[src/rtl/thrust_velocity_ctrl_pkg.sv]
// ---------------------------------------------------------------------------
// thrust_velocity_ctrl_pkg
//
// Shared definitions for the thrust/velocity controller:
//   - burn opcode encodings (op_e)
//   - controller FSM state encodings (state_e)
//   - axis indices
//   - one-hot position-unit select codes
//   - default datapath widths and the velocity clamp limit
// ---------------------------------------------------------------------------
package thrust_velocity_ctrl_pkg;

    // Default widths: 4-bit velocity magnitude (matches the add/sub datapath
    // of the position units) and a 4-bit burn-duration field.
    localparam int VW_DEF = 4;
    localparam int DW_DEF = 4;

    // Largest velocity magnitude representable on the position datapath.
    localparam int VMAX = (1 << VW_DEF) - 1;

    // Burn command opcodes as they appear on cmd_op.
    typedef enum logic [1:0] {
        OP_BRAKE = 2'b00,
        OP_TPOS  = 2'b01,
        OP_TNEG  = 2'b10,
        OP_HOME  = 2'b11
    } op_e;

    // Controller states.
    typedef enum logic [1:0] {
        S_IDLE = 2'd0,
        S_BURN = 2'd1,
        S_HOME = 2'd2
    } state_e;

    // Axis indices as they appear on cmd_axis. Index 3 is illegal.
    localparam logic [1:0] AXIS_X   = 2'd0;
    localparam logic [1:0] AXIS_Y   = 2'd1;
    localparam logic [1:0] AXIS_Z   = 2'd2;
    localparam logic [1:0] AXIS_BAD = 2'd3;

    // One-hot channel selects for a position unit.
    localparam logic [3:0] SEL_HOLD = 4'b0001;
    localparam logic [3:0] SEL_ADD  = 4'b0010;
    localparam logic [3:0] SEL_SUB  = 4'b0100;
    localparam logic [3:0] SEL_HOME = 4'b1000;

endpackage : thrust_velocity_ctrl_pkg

[src/rtl/thrust_velocity_ctrl_vel_step_sat.sv]
// ---------------------------------------------------------------------------
// vel_step_sat
//
// Combinational single-step velocity update with saturation.
//   v_i  : current signed velocity, (VW+1)-bit two's complement
//   op_i : burn opcode
//   v_o  : velocity after one step
//     OP_TPOS  : v+1, clamped at +VMAX
//     OP_TNEG  : v-1, clamped at -VMAX
//     OP_BRAKE : one step toward zero, zero stays zero
//     OP_HOME  : unchanged (homing clears velocity in the controller)
// ---------------------------------------------------------------------------
module vel_step_sat
    import thrust_velocity_ctrl_pkg::*;
#(
    parameter int VW = VW_DEF
) (
    input  logic signed [VW:0] v_i,
    input  op_e                op_i,
    output logic signed [VW:0] v_o
);

    localparam logic signed [VW:0] VPOS = (VW + 1)'((1 << VW) - 1);
    localparam logic signed [VW:0] VNEG = -VPOS;
    localparam logic signed [VW:0] ONE  = (VW + 1)'(1);
    localparam logic signed [VW:0] ZERO = '0;

    always_comb begin
        v_o = v_i;
        case (op_i)
            OP_TPOS: begin
                if (v_i < VPOS) v_o = v_i + ONE;
            end
            OP_TNEG: begin
                if (v_i > VNEG) v_o = v_i - ONE;
            end
            OP_BRAKE: begin
                if (v_i > ZERO)      v_o = v_i - ONE;
                else if (v_i < ZERO) v_o = v_i + ONE;
            end
            default: v_o = v_i;
        endcase
    end

endmodule : vel_step_sat

[src/rtl/thrust_velocity_ctrl.sv]
// ---------------------------------------------------------------------------
// thrust_velocity_ctrl
//
// Holds a signed velocity per axis (X, Y, Z) and integrates burn commands
// into it one step per clock. Drives each axis position unit with a
// velocity magnitude, a direction bit and a one-hot channel select.
//
// Ports:
//   clk        : system clock, all state on the rising edge
//   rst_n      : asynchronous active-low reset
//   cmd_valid  : command present
//   cmd_ready  : command can be accepted (high only in IDLE)
//   cmd_axis   : 0=X, 1=Y, 2=Z, 3=illegal
//   cmd_op     : 00=BRAKE, 01=THRUST_POS, 10=THRUST_NEG, 11=HOME
//   cmd_dur    : burn length in clock steps
//   cmd_abort  : terminate the current burn
//   cmd_err    : one-cycle pulse after an illegal-axis command is accepted
//   busy       : high in BURN or HOME
//   vel_mag    : |v| per axis, X in [VW-1:0], then Y, Z on top
//   vel_dir    : per axis sign of v (1 = subtract)
//   pos_sel    : per axis one-hot select, X in [3:0]
//                bit0 hold, bit1 add, bit2 subtract, bit3 home
//
// Handshake: a command transfers on a rising edge where cmd_valid and
// cmd_ready are both high. The sender must hold the command stable while
// cmd_ready is low; nothing is sampled from cmd_* outside that transfer
// except cmd_abort, which is only looked at in BURN.
// ---------------------------------------------------------------------------
module thrust_velocity_ctrl
    import thrust_velocity_ctrl_pkg::*;
#(
    parameter int VW = VW_DEF,
    parameter int DW = DW_DEF
) (
    input  logic            clk,
    input  logic            rst_n,
    input  logic            cmd_valid,
    output logic            cmd_ready,
    input  logic [1:0]      cmd_axis,
    input  logic [1:0]      cmd_op,
    input  logic [DW-1:0]   cmd_dur,
    input  logic            cmd_abort,
    output logic            cmd_err,
    output logic            busy,
    output logic [3*VW-1:0] vel_mag,
    output logic [2:0]      vel_dir,
    output logic [11:0]     pos_sel
);

    // ------------------------------------------------------------------
    // State
    // ------------------------------------------------------------------
    state_e                state_q;
    logic [1:0]            axis_q;
    op_e                   op_q;
    logic [DW-1:0]         cnt_q;
    logic                  err_q;
    logic signed [VW:0]    vel_q [3];

    // ------------------------------------------------------------------
    // Shared step datapath: one saturating stepper on the target axis
    // ------------------------------------------------------------------
    logic signed [VW:0]    tgt_v;
    logic signed [VW:0]    step_v;

    always_comb begin
        case (axis_q)
            AXIS_Y:  tgt_v = vel_q[1];
            AXIS_Z:  tgt_v = vel_q[2];
            default: tgt_v = vel_q[0];
        endcase
    end

    vel_step_sat #(
        .VW (VW)
    ) u_step (
        .v_i  (tgt_v),
        .op_i (op_q),
        .v_o  (step_v)
    );

    // A BRAKE burn ends as soon as the stepped velocity is zero; this also
    // covers a BRAKE issued while already stopped, which spends one cycle
    // in BURN and leaves on the next edge.
    logic brake_done;
    logic last_step;

    assign brake_done = (op_q == OP_BRAKE) && (step_v == '0);
    assign last_step  = (cnt_q == DW'(1));

    // ------------------------------------------------------------------
    // Controller FSM
    // ------------------------------------------------------------------
    always_ff @(posedge clk or negedge rst_n) begin
        if (!rst_n) begin
            state_q <= S_IDLE;
            axis_q  <= AXIS_X;
            op_q    <= OP_BRAKE;
            cnt_q   <= '0;
            err_q   <= 1'b0;
            for (int i = 0; i < 3; i++) begin
                vel_q[i] <= '0;
            end
        end else begin
            err_q <= 1'b0;
            case (state_q)
                S_IDLE: begin
                    if (cmd_valid) begin
                        if (cmd_axis == AXIS_BAD) begin
                            // Rejected: flag it and keep everything else.
                            err_q <= 1'b1;
                        end else begin
                            axis_q <= cmd_axis;
                            op_q   <= op_e'(cmd_op);
                            cnt_q  <= cmd_dur;
                            if (op_e'(cmd_op) == OP_HOME) begin
                                state_q <= S_HOME;
                            end else if (cmd_dur != '0) begin
                                state_q <= S_BURN;
                            end
                        end
                    end
                end

                S_BURN: begin
                    if (cmd_abort) begin
                        // Abort wins over a pending final step.
                        state_q <= S_IDLE;
                    end else begin
                        for (int i = 0; i < 3; i++) begin
                            if (axis_q == 2'(i)) vel_q[i] <= step_v;
                        end
                        cnt_q <= cnt_q - DW'(1);
                        if (last_step || brake_done) begin
                            state_q <= S_IDLE;
                        end
                    end
                end

                S_HOME: begin
                    // Position unit sees SEL_HOME for this one cycle;
                    // the axis comes out of it at rest.
                    for (int i = 0; i < 3; i++) begin
                        if (axis_q == 2'(i)) vel_q[i] <= '0;
                    end
                    state_q <= S_IDLE;
                end

                default: state_q <= S_IDLE;
            endcase
        end
    end

    // ------------------------------------------------------------------
    // Outputs: decoded from registered state only
    // ------------------------------------------------------------------
    assign cmd_ready = (state_q == S_IDLE);
    assign busy      = (state_q == S_BURN) || (state_q == S_HOME);
    assign cmd_err   = err_q;

    for (genvar g = 0; g < 3; g++) begin : g_axis
        logic signed [VW:0] v;
        logic signed [VW:0] v_neg;
        logic               home_here;

        assign v         = vel_q[g];
        assign v_neg     = -v;
        assign home_here = (state_q == S_HOME) && (axis_q == 2'(g));

        // Clamp keeps |v| <= VMAX, so the magnitude always fits in VW bits.
        assign vel_mag[g*VW +: VW] = v[VW] ? v_neg[VW-1:0] : v[VW-1:0];
        assign vel_dir[g]          = v[VW];
        assign pos_sel[g*4 +: 4]   = home_here ? SEL_HOME :
                                     (v == '0) ? SEL_HOLD :
                                     v[VW]     ? SEL_SUB  : SEL_ADD;
    end

endmodule : thrust_velocity_ctrl

[config.mk]
export PLATFORM = sky130hd
export DESIGN_NAME = thrust_velocity_ctrl
export DESIGN_NICKNAME = d
export VERILOG_FILES = /design/src/rtl/thrust_velocity_ctrl_pkg.sv /design/src/rtl/thrust_velocity_ctrl_vel_step_sat.sv /design/src/rtl/thrust_velocity_ctrl.sv
export SDC_FILE = /design/constraint.sdc
export NUM_CORES = 1
export LEC_CHECK = 0
export ABC_CLOCK_PERIOD_IN_PS = 6700
export CAP_MARGIN = 20
export CORE_ASPECT_RATIO = 0.75
export CORE_MARGIN = 4
export CORE_UTILIZATION = 50
export DETAILED_ROUTE_END_ITERATION = 16
export GPL_TIMING_DRIVEN = 0
export PLACE_DENSITY = 0.74
export SLEW_MARGIN = 15
export SYNTH_ARGS = -nofsm -noshare
export SYNTH_HDL_FRONTEND = slang
export SYNTH_HIERARCHICAL = 1
export SYNTH_SLANG_ARGS = --single-unit
[constraint.sdc]
create_clock -name clk -period 6.7 [get_ports clk]
set_input_delay 1.005 -clock clk [delete_from_list [all_inputs] [get_ports clk]]
set_output_delay 1.005 -clock clk [all_outputs]
set_load 0.05 [all_outputs]
* Yosys cells after proc, flatten, opt, wreduce, memory -nomap -nowiden
Index checks and enable logic that the tools add are counted.
Storage, ports and cells: bits in registers 26
Cells by class: add/subtract/negate cells 6, $lt $le $gt $ge 4, equality and inequality tests 20, mux-type cells 40, bitwise logic cells 1, reductions and logical operators 22
Operators with widths (count):
- $mux 5 | 10
- $mux 4 | 9
- $pmux 15 s2 | 1
- $logic_not 5->1 | 4
- $reduce_and 4->1 | 5
- $mux 3 | 6
- $ne 2x2->1 const B | 9
- $mux 15 | 1
- $pmux 5 s3 | 1
- $mux 2 | 6
- $neg 4->4 | 3
- $eq 2x2->1 const B | 5
- $pmux 5 s2 | 1
- $pmux 4 s2 | 1
- $eq 2x1->1 const B | 3
- $logic_not 2->1 | 3
- $add 5x2->5 const B | 1
- $gt 5x1->1 const B | 1
- $gt 5x5->1 const B | 1
- $lt 5x1->1 const B | 1
- $lt 5x5->1 const B | 1
- $sub 5x2->5 const B | 1
- $eq 4x1->1 const B | 1
- $logic_and 1x1->1 | 4
- 10 further kinds | 14

* Longest topological paths before layout
Gate-level depths: netlist of run 1.
depth after elaboration 12, depth in mapped cells 19, gate-level depth less buffers 16

* By module
Netlist of run 1, hierarchy kept.
Modules (own cells, without submodules):
- thrust_velocity_ctrl | times used 1, cells an instance 184, area an instance 1749.2 um2, sequential area each 650.6 um2
- vel_step_sat | times used 1, cells an instance 93, area an instance 655.6 um2, sequential area each 0.0 um2

* Worst setup path before layout of run 1
No wires, ideal clock.
kind reg2reg, start register axis_q[0], end register state_q[0], setup time 0.125 ns, data arrival time 4.031 ns, required time 6.575 ns, setup slack 2.544 ns, stages on the path, launching flop included 19, path through dfrtp_1 > inv_1 > ha_1 > clkbuf_1 > nor2_1 > a21oi_1 > ha_1 > clkbuf_2 > nand3_1 > ha_1 > buf_2 > o311ai_0 > o31ai_1 > a221oi_1 > o31ai_1 > nor3_1 > a211oi_1 > a221oi_2 > mux2_2
On the way: word-level cells in the longest chain between the ends 11
Ends and longest elaborated chain:
- start, declared | RTL line thrust_velocity_ctrl.sv:54 | logic [1:0] axis_q;
- start signal, assigned | RTL line thrust_velocity_ctrl.sv:113 | axis_q <= cmd_axis;
- $eq 2x2->1 or $eq 2x1->1 (tied branches) | RTL line thrust_velocity_ctrl.sv:67 | case (axis_q)
- $pmux 5 s2 (*) | RTL line thrust_velocity_ctrl.sv:67
- named net tgt_v[0] | RTL line thrust_velocity_ctrl.sv:63 | logic signed [VW:0] tgt_v;
- $add 5x2->5 or $lt 5x1->1 (tied branches) | RTL line thrust_velocity_ctrl_vel_step_sat.sv:32, thrust_velocity_ctrl_vel_step_sat.sv:39
- $mux 5 | RTL line thrust_velocity_ctrl_vel_step_sat.sv:39 | else if (v_i < ZERO) v_o = v_i + ONE;
- $mux 5 | RTL line thrust_velocity_ctrl_vel_step_sat.sv:38 | if (v_i > ZERO) v_o = v_i - ONE;
- $pmux 5 s3 (*) | RTL line thrust_velocity_ctrl_vel_step_sat.sv:30 | case (op_i)
- named net step_v[2] | RTL line thrust_velocity_ctrl.sv:64 | logic signed [VW:0] step_v;
- $logic_not 5->1 (*) | RTL line thrust_velocity_ctrl.sv:88 | assign brake_done = (op_q == OP_BRAKE) && (step_v == '0);
- $logic_and 1x1->1 (*) | RTL line thrust_velocity_ctrl.sv:88
- $logic_or 1x1->1 (*) | RTL line thrust_velocity_ctrl.sv:134 | if (last_step || brake_done) begin
- $ne 3x3->1 (no line) (*)
- $reduce_and 4->1 (no line) (*)
- end signal, assigned | RTL line thrust_velocity_ctrl.sv:96 | state_q <= S_IDLE;
- end signal, assigned | RTL line thrust_velocity_ctrl.sv:135 | state_q <= S_IDLE;
- end signal, assigned | RTL line thrust_velocity_ctrl.sv:146 | state_q <= S_IDLE;
- end, declared | RTL line thrust_velocity_ctrl.sv:53 | state_e state_q;
Mark *: on every way through the listed nets, which the timed path passes. The rest lies on a longest branch. A chain may end at the register's enable or synchronous reset.

* Worst setup path in the final report of run 1
start register axis_q[1], end register state_q[0]
Same word-level chain as after synthesis.

==> run_results.csv, run 1 <==
group,metric,value,unit
synth,synthMuxAreaShare,10.6,%
sta,worst_pin_slew,0.698,ns
clock_tree,cts_tree,"yes",
synth,syn-cell-area,2400,µm²
sta,period_minus_slack,4.93,ns
place,gp_congestion,0.897,
route,routed_wl,5.45,mm
route,via_count,2139,
global_routing,gr-usage-all-layers,19.4,%
run,maxCapViolCount,0,
setup_path,critPathArrivalTime,5.09,ns
clock_tree,cts.htree.levels,1,
route,avgRoutedWirePerCell,14.4,µm
place,dp_hpwl,4.30,mm
global_routing,grt_pass1_vias,1957,
cells_and_area,multi_input_area,1530,µm²
clock_tree,hold_buffers,0,
die,die_w,88.1,µm
setup_path,cp_data_required_time,6.87,ns
synth,syn_area_per_cell,8.68,µm²
clock_tree,cts_inserted_buffers,3,
global_routing,grt_pass1_wl,9.27,mm
cells_and_area,drive_gt1_share,15.2,%
min_path,hp-class,"reg2reg",
route,dr.first_iter.drc_count,115,
die,ios,42,
synth,synth_top_area_cell,"dfrtp_1",
setup_path,path_delay_family,"compound AO/OA/AOI/OAI gates",
setup_path,crit_chain,"inv_1 -> ha_1 -> clkbuf_1 -> nor2_1 -> a21oi_1 -> ha_1 -> clkbuf_2 -> nand3_1 -> ha_1 -> buf_2 -> o311ai_0 -> o31ai_1 -> a221oi_1 -> o31ai_1 -> nor3_1 -> a211oi_1 -> a221oi_2 -> mux2_2",
outcome,status,"finished clean",
sta,rsz0062_at_grt,"false",
clock_tree,clkLatencyLatePin,0.27,ns
route,antenna_left,0,
clock_tree,root_buffer,"clkbuf_8",
clock_tree,clk_path_buf_depth,2,
die,dieHeight,68.1,µm
cells_and_area,nNetsFinal,351,
sta,maxSlewViolCount,0,
synth,synth_cell_types,55,
sta,final.setup_skew,0.000679,ns
cells_and_area,diodes,0,
clock_tree,post_cts_buffers,0,
synth,synth_cells,277,
setup_path,critPathBufInv,4,
route,drc,0,
die,row_count,21,
setup_path,crit_slowest_cell,"a21oi_1",
synth,async_flop_share,100,%
synth,synth_top_area_share,27.1,%
synth,synth_xor_area_share,4.01,%
place,io_buffers,41,
setup_path,crit_type,"reg2reg",
global_routing,grt_antenna_before_repair,0,
synth,synth-seq-cells,26,
synth,synth_compound_area_share,19.9,%
synth,ys_top_cells_by_area,"dfrtp_1, mux2_2, ha_1",
die,initial_utilization,52.9,%
clock_tree,cts_resized,0,
cells_and_area,regArea,651,µm²
global_routing,grt_overflow,0,
cells_and_area,synthToLayoutAreaGrowth,22.8,%
synth,synth_seq_area_share,27.1,%
clock_tree,path_clk_slew,0.09,ns
synth,synth_nets,305,
synth,synth_edf_count,0,
sta,hold_viol,0,
sta,relSlewSlack,53.5,%
route,dr.pass1.iters,4,
setup_path,crit_top_cell,"ha_1",
clock_tree,cts_sinks,26,
synth,synth_fa_ha_area_share,8.32,%
die,core_area,4550,µm²
sta,setup_viol,0,
synth,synth_common_cells,"dfrtp_1, nand2_1, inv_1, mux2_2, nor2_1",
route,viasPerCell,5.64,
setup_path,worstSetupEndpointType,"flip-flop",
synth,yosys_warnings,6,
sta,tns,0,ns
sta,max_freq,203,MHz
global_routing,grt_start_max_net_pins,27,
sta,finalCritPeriodShare,73.6,%
setup_path,cpPeakStageDelay,0.56,ns
synth,synthFlopType,"dfrtp_1",
synth,yosys.area_share.simple,20.8,%
setup_path,cp-start-kind,"flip-flop",
cells_and_area,fillCellCount,408,
synth,synth_top_family_by_area,"simple AND/OR/NAND/NOR gates",
die,dieArea,5990,µm²
setup_path,cp_max_fo,10,
==> kinds of logic (layout without fill, tap and decap cells) <==
| logic type | after synthesis | after routing |
|---|---|---|
| flops | 26 | 26 |
| buf+inv | 43 | 88 |
| fa+ha+maj | 16 | 16 |
| mux | 23 | 23 |
| xor+xnor | 11 | 11 |
| simple gates | 95 | 95 |
| compound gates | 63 | 63 |
==> flip-flops by register name, summed over array words and instances, names as in the netlist <==
name and flops:
cmd_err 1, g_axis.v 15, cnt_q 4, state_q 2
op_q 2, axis_q 2
==> cell type report <==
class                           instances  area share, %
Multi-Input combinational cell        208           51.8
Clock inverter                          1           1.02
Clock buffer                            3           1.40
Sequential cell                        26           22.0
Tap cell                               57           2.42
Inverter                               19           2.42
Timing Repair Buffer                   41           13.7
Buffer                                 24           5.17
==> cell usage in the layout, fill, tap and decap left out, types with 2 or more instances in the layout <==
cell type	instances
mux2_2	19
xnor2_1	11
mux2i_1	4
or3_1	2
nand2_1	26
a22oi_1	5
o31ai_1	7
and2_1	5
nor3b_1	3
buf_6	3
ha_1	16
a21oi_1	11
clkbuf_8	3
clkbuf_1	6
dfrtp_1	26
buf_2	5
nand3_1	6
nand2b_1	11
clkdlybuf4s50_1	40
inv_1	19
a211oi_1	5
o21ai_0	9
a211o_1	2
nor4_1	3
o32ai_1	2
nor2b_1	11
nor3_1	5
nor2_1	17
a311oi_1	2
a21boi_0	2
buf_4	9
==> routing by layer <==
| layer | GRT usage, % | up-vias | routed length, µm |
|---|---|---|---|
| met3 | 3.73 | 2 | 333 |
| met4 | 3.40 | 0 | 19 |
| met5 | 0 | - | 0 |
| li1 | - | 1066 | - |
| met2 | 31.0 | 63 | 2380 |
| met1 | 27.9 | 1008 | 2710 |
==> final timing paths <==
kind / slack (ns) / to / start / cells after the start
max in group asynchronous: 5.60 / g_axis[2].v[1] / rst_n / 1
worst min register to register: 0.55 / axis_q[0] / axis_q[0] / 1
min in group asynchronous: 0.72 / g_axis[0].v[4] / rst_n / 1
worst max-delay path: 1.77 / state_q[0] / axis_q[1] / 18
worst max register to register: 1.77 / state_q[0] / axis_q[1] / 18
worst min-delay path: 0.55 / axis_q[0] / axis_q[0] / 1
==> through the flow <==
step / std cells / hold slack [ns] / instance area [µm²] / worst slack (ns) / utilization [%]
floorplan: 277 / 0.489 / 2400 / 2.54 / -
global placement: 375 / 0.512 / 2890 / 1.94 / 63.5
detailed placement: 375 / 0.526 / 2880 / 1.84 / 63.4
CTS: 379 / 0.549 / 2950 / 1.79 / 65.0
global route: 379 / 0.577 / 2950 / 1.29 / 65.0
finish: 379 / 0.548 / 2950 / 1.77 / 65.0
Power of run 1 is not shown: default switching activity piles up to over one toggle a cycle in this logic, so the estimate is an artifact.
==> inputs of run 2 (changes only) <==
Settings changed: ABC_CLOCK_PERIOD_IN_PS 6700 to 4700.
Clock period 6.7 ns to 4.7 ns, I/O delays scaled along.
==> run 2 against run 1 <==
Critical endpoint unchanged. Worst hold slack worse by 0.13 ns. Setup slack got worse by 1.3 ns. Maximum frequency is 16% higher. Highest routed layer unchanged.
==> run_results.csv, run 2 (synthesis results as in run 1) <==
group,metric,value,unit
outcome,status,"finished clean",
setup_path,critPathArrivalTime,4.41,ns
route,antenna_left,0,
global_routing,grt_pass1_vias,1970,
route,via_count,2145,
place,gp_congestion,0.897,
global_routing,grt_pass1_wl,9.31,mm
setup_path,crit_slowest_cell,"ha_2",
place,io_buffers,41,
global_routing,grt_start_max_net_pins,27,
sta,rsz0062_at_grt,"false",
cells_and_area,fillCellCount,408,
cells_and_area,layout_common_cells,"clkdlybuf4s50_1, nand2_1, dfrtp_1",
setup_path,cpPeakStageDelay,0.45,ns
setup_path,cp-startpoint,"axis_q[1]",
global_routing,grt_overflow,0,
sta,setup_viol,0,
setup_path,worstSetupEndpointType,"flip-flop",
die,die_w,88.1,µm
sta,setup_slack,0.457,ns
setup_path,path_delay_family,"compound AO/OA/AOI/OAI gates",
cells_and_area,largest_register_ffs,15,
cells_and_area,drive_gt1_share,16.7,%
setup_path,cp_data_required_time,4.87,ns
clock_tree,cts_inserted_buffers,3,
run,maxCapViolCount,0,
route,dr.pass1.iters,4,
setup_path,critPathBufInv,3,
cells_and_area,mostFrequentLayoutCell,"clkdlybuf4s50_1",
sta,period_minus_slack,4.24,ns
die,row_count,21,
global_routing,grt_antenna_before_repair,0,
die,ios,42,
clock_tree,root_buffer,"clkbuf_8",
place,dp_slack,-0.158,ns
route,dr_wl_met2,2.45,mm
die,dieArea,5990,µm²
sta,hold_viol,0,
cells_and_area,nNetsFinal,352,
setup_path,cp-start-kind,"flip-flop",
route,top_layer,"met4",
die,core_area,4550,µm²
setup_path,crit_type,"reg2reg",
place,dp_hpwl,4.30,mm
clock_tree,path_clk_slew,0.09,ns
cells_and_area,fin_util,65.6,%
cells_and_area,synthToLayoutAreaGrowth,24.0,%
clock_tree,hold_buffers,0,
setup_path,crit_chain,"inv_1 -> ha_2 -> nor2_1 -> a21oi_4 -> ha_1 -> clkbuf_2 -> nand3_1 -> ha_1 -> buf_2 -> o311ai_0 -> o31ai_1 -> a221oi_1 -> o31ai_1 -> nor3_2 -> a211oi_1 -> a221oi_2 -> mux2_2",
sta,final.setup_skew,0.000902,ns
clock_tree,clkLatencyLatePin,0.27,ns
setup_path,reg2reg_from,"axis_q[1]",
sta,finalCritPeriodShare,90.3,%
route,dr.first_iter.drc_count,130,
sta,relSlewSlack,61.2,%
sta,hold_slack,0.418,ns
clock_tree,cts.htree.levels,1,
min_path,hp-class,"in2async",
clock_tree,clk_path_buf_depth,2,
setup_path,cp_max_fo,10,
clock_tree,cts_sinks,26,
route,drc,0,
route,wl_met1,2.74,mm
sta,maxSlewViolCount,0,
route,avgRoutedWirePerCell,14.5,µm
global_routing,gr-usage-all-layers,19.5,%
cells_and_area,diodes,0,
die,dieHeight,68.1,µm
sta,worst_pin_slew,0.582,ns
route,viasPerCell,5.64,
route,met3_length,300,µm
route,routed_wl,5.51,mm
die,initial_utilization,52.9,%
clock_tree,cts_tree,"yes",
sta,max_freq,236,MHz
[run 2: worst paths after layout]
path | end | slack, ns | depth (start not counted)
min in group clk | cnt_q[0] | 0.55 | 1
setup / recovery | state_q[0] | 0.46 | 17
max in group asynchronous | state_q[0] | 3.90 | 1
hold / removal | g_axis[0].v[4] | 0.42 | 1
hold reg to reg | cnt_q[0] | 0.55 | 1
setup reg to reg | state_q[0] | 0.46 | 17
[run 2: what timing repair did]
action,4_1_cts,5_1_grt
setup buffers,0,2
gates cloned,0,0
gates resized for setup,1,3
pin swaps,0,1
setup endpoints to repair,2,2
[run 2: per-stage QoR]
step	setup TNS, ns	cell area [µm²]	std cells
after floorplan	0	2400	277
after global placement	-0.0583	2890	375
after detailed placement	-0.158	2880	375
after CTS	0	2960	379
after global routing	0	2980	380
final	0	2980	380
[run 2: cell type report]
| cell class | instances | area, µm² | area share (%) |
|---|---|---|---|
| inverters | 19 | 71.3 | 2.39 |
| repair buffers | 43 | 420 | 14.1 |
| flip-flops and latches | 26 | 651 | 21.8 |
| plain buffers | 23 | 149 | 4.99 |
| clock buffers | 3 | 41.3 | 1.38 |
| clock inverters | 1 | 30.0 | 1.01 |
| well taps | 57 | 71.3 | 2.39 |
| multi-input cells | 208 | 1550 | 51.9 |
[run 2: metal layers]
layer | up-vias | GRT usage, %
met4 | 0 | 3.40
met2 | 74 | 31.2
met3 | 2 | 3.73
met1 | 1002 | 27.9
met5 | - | 0
li1 | 1067 | -
Power of run 2 is left out for the same reason.
==> inputs of run 3 (changes only) <==
Settings changed: TNS_END_PERCENT from default to 100.
==> results of run 3 <==
Final layout, timing and power as in run 2 (identical DEF).
Power of run 3 is left out for the same reason.
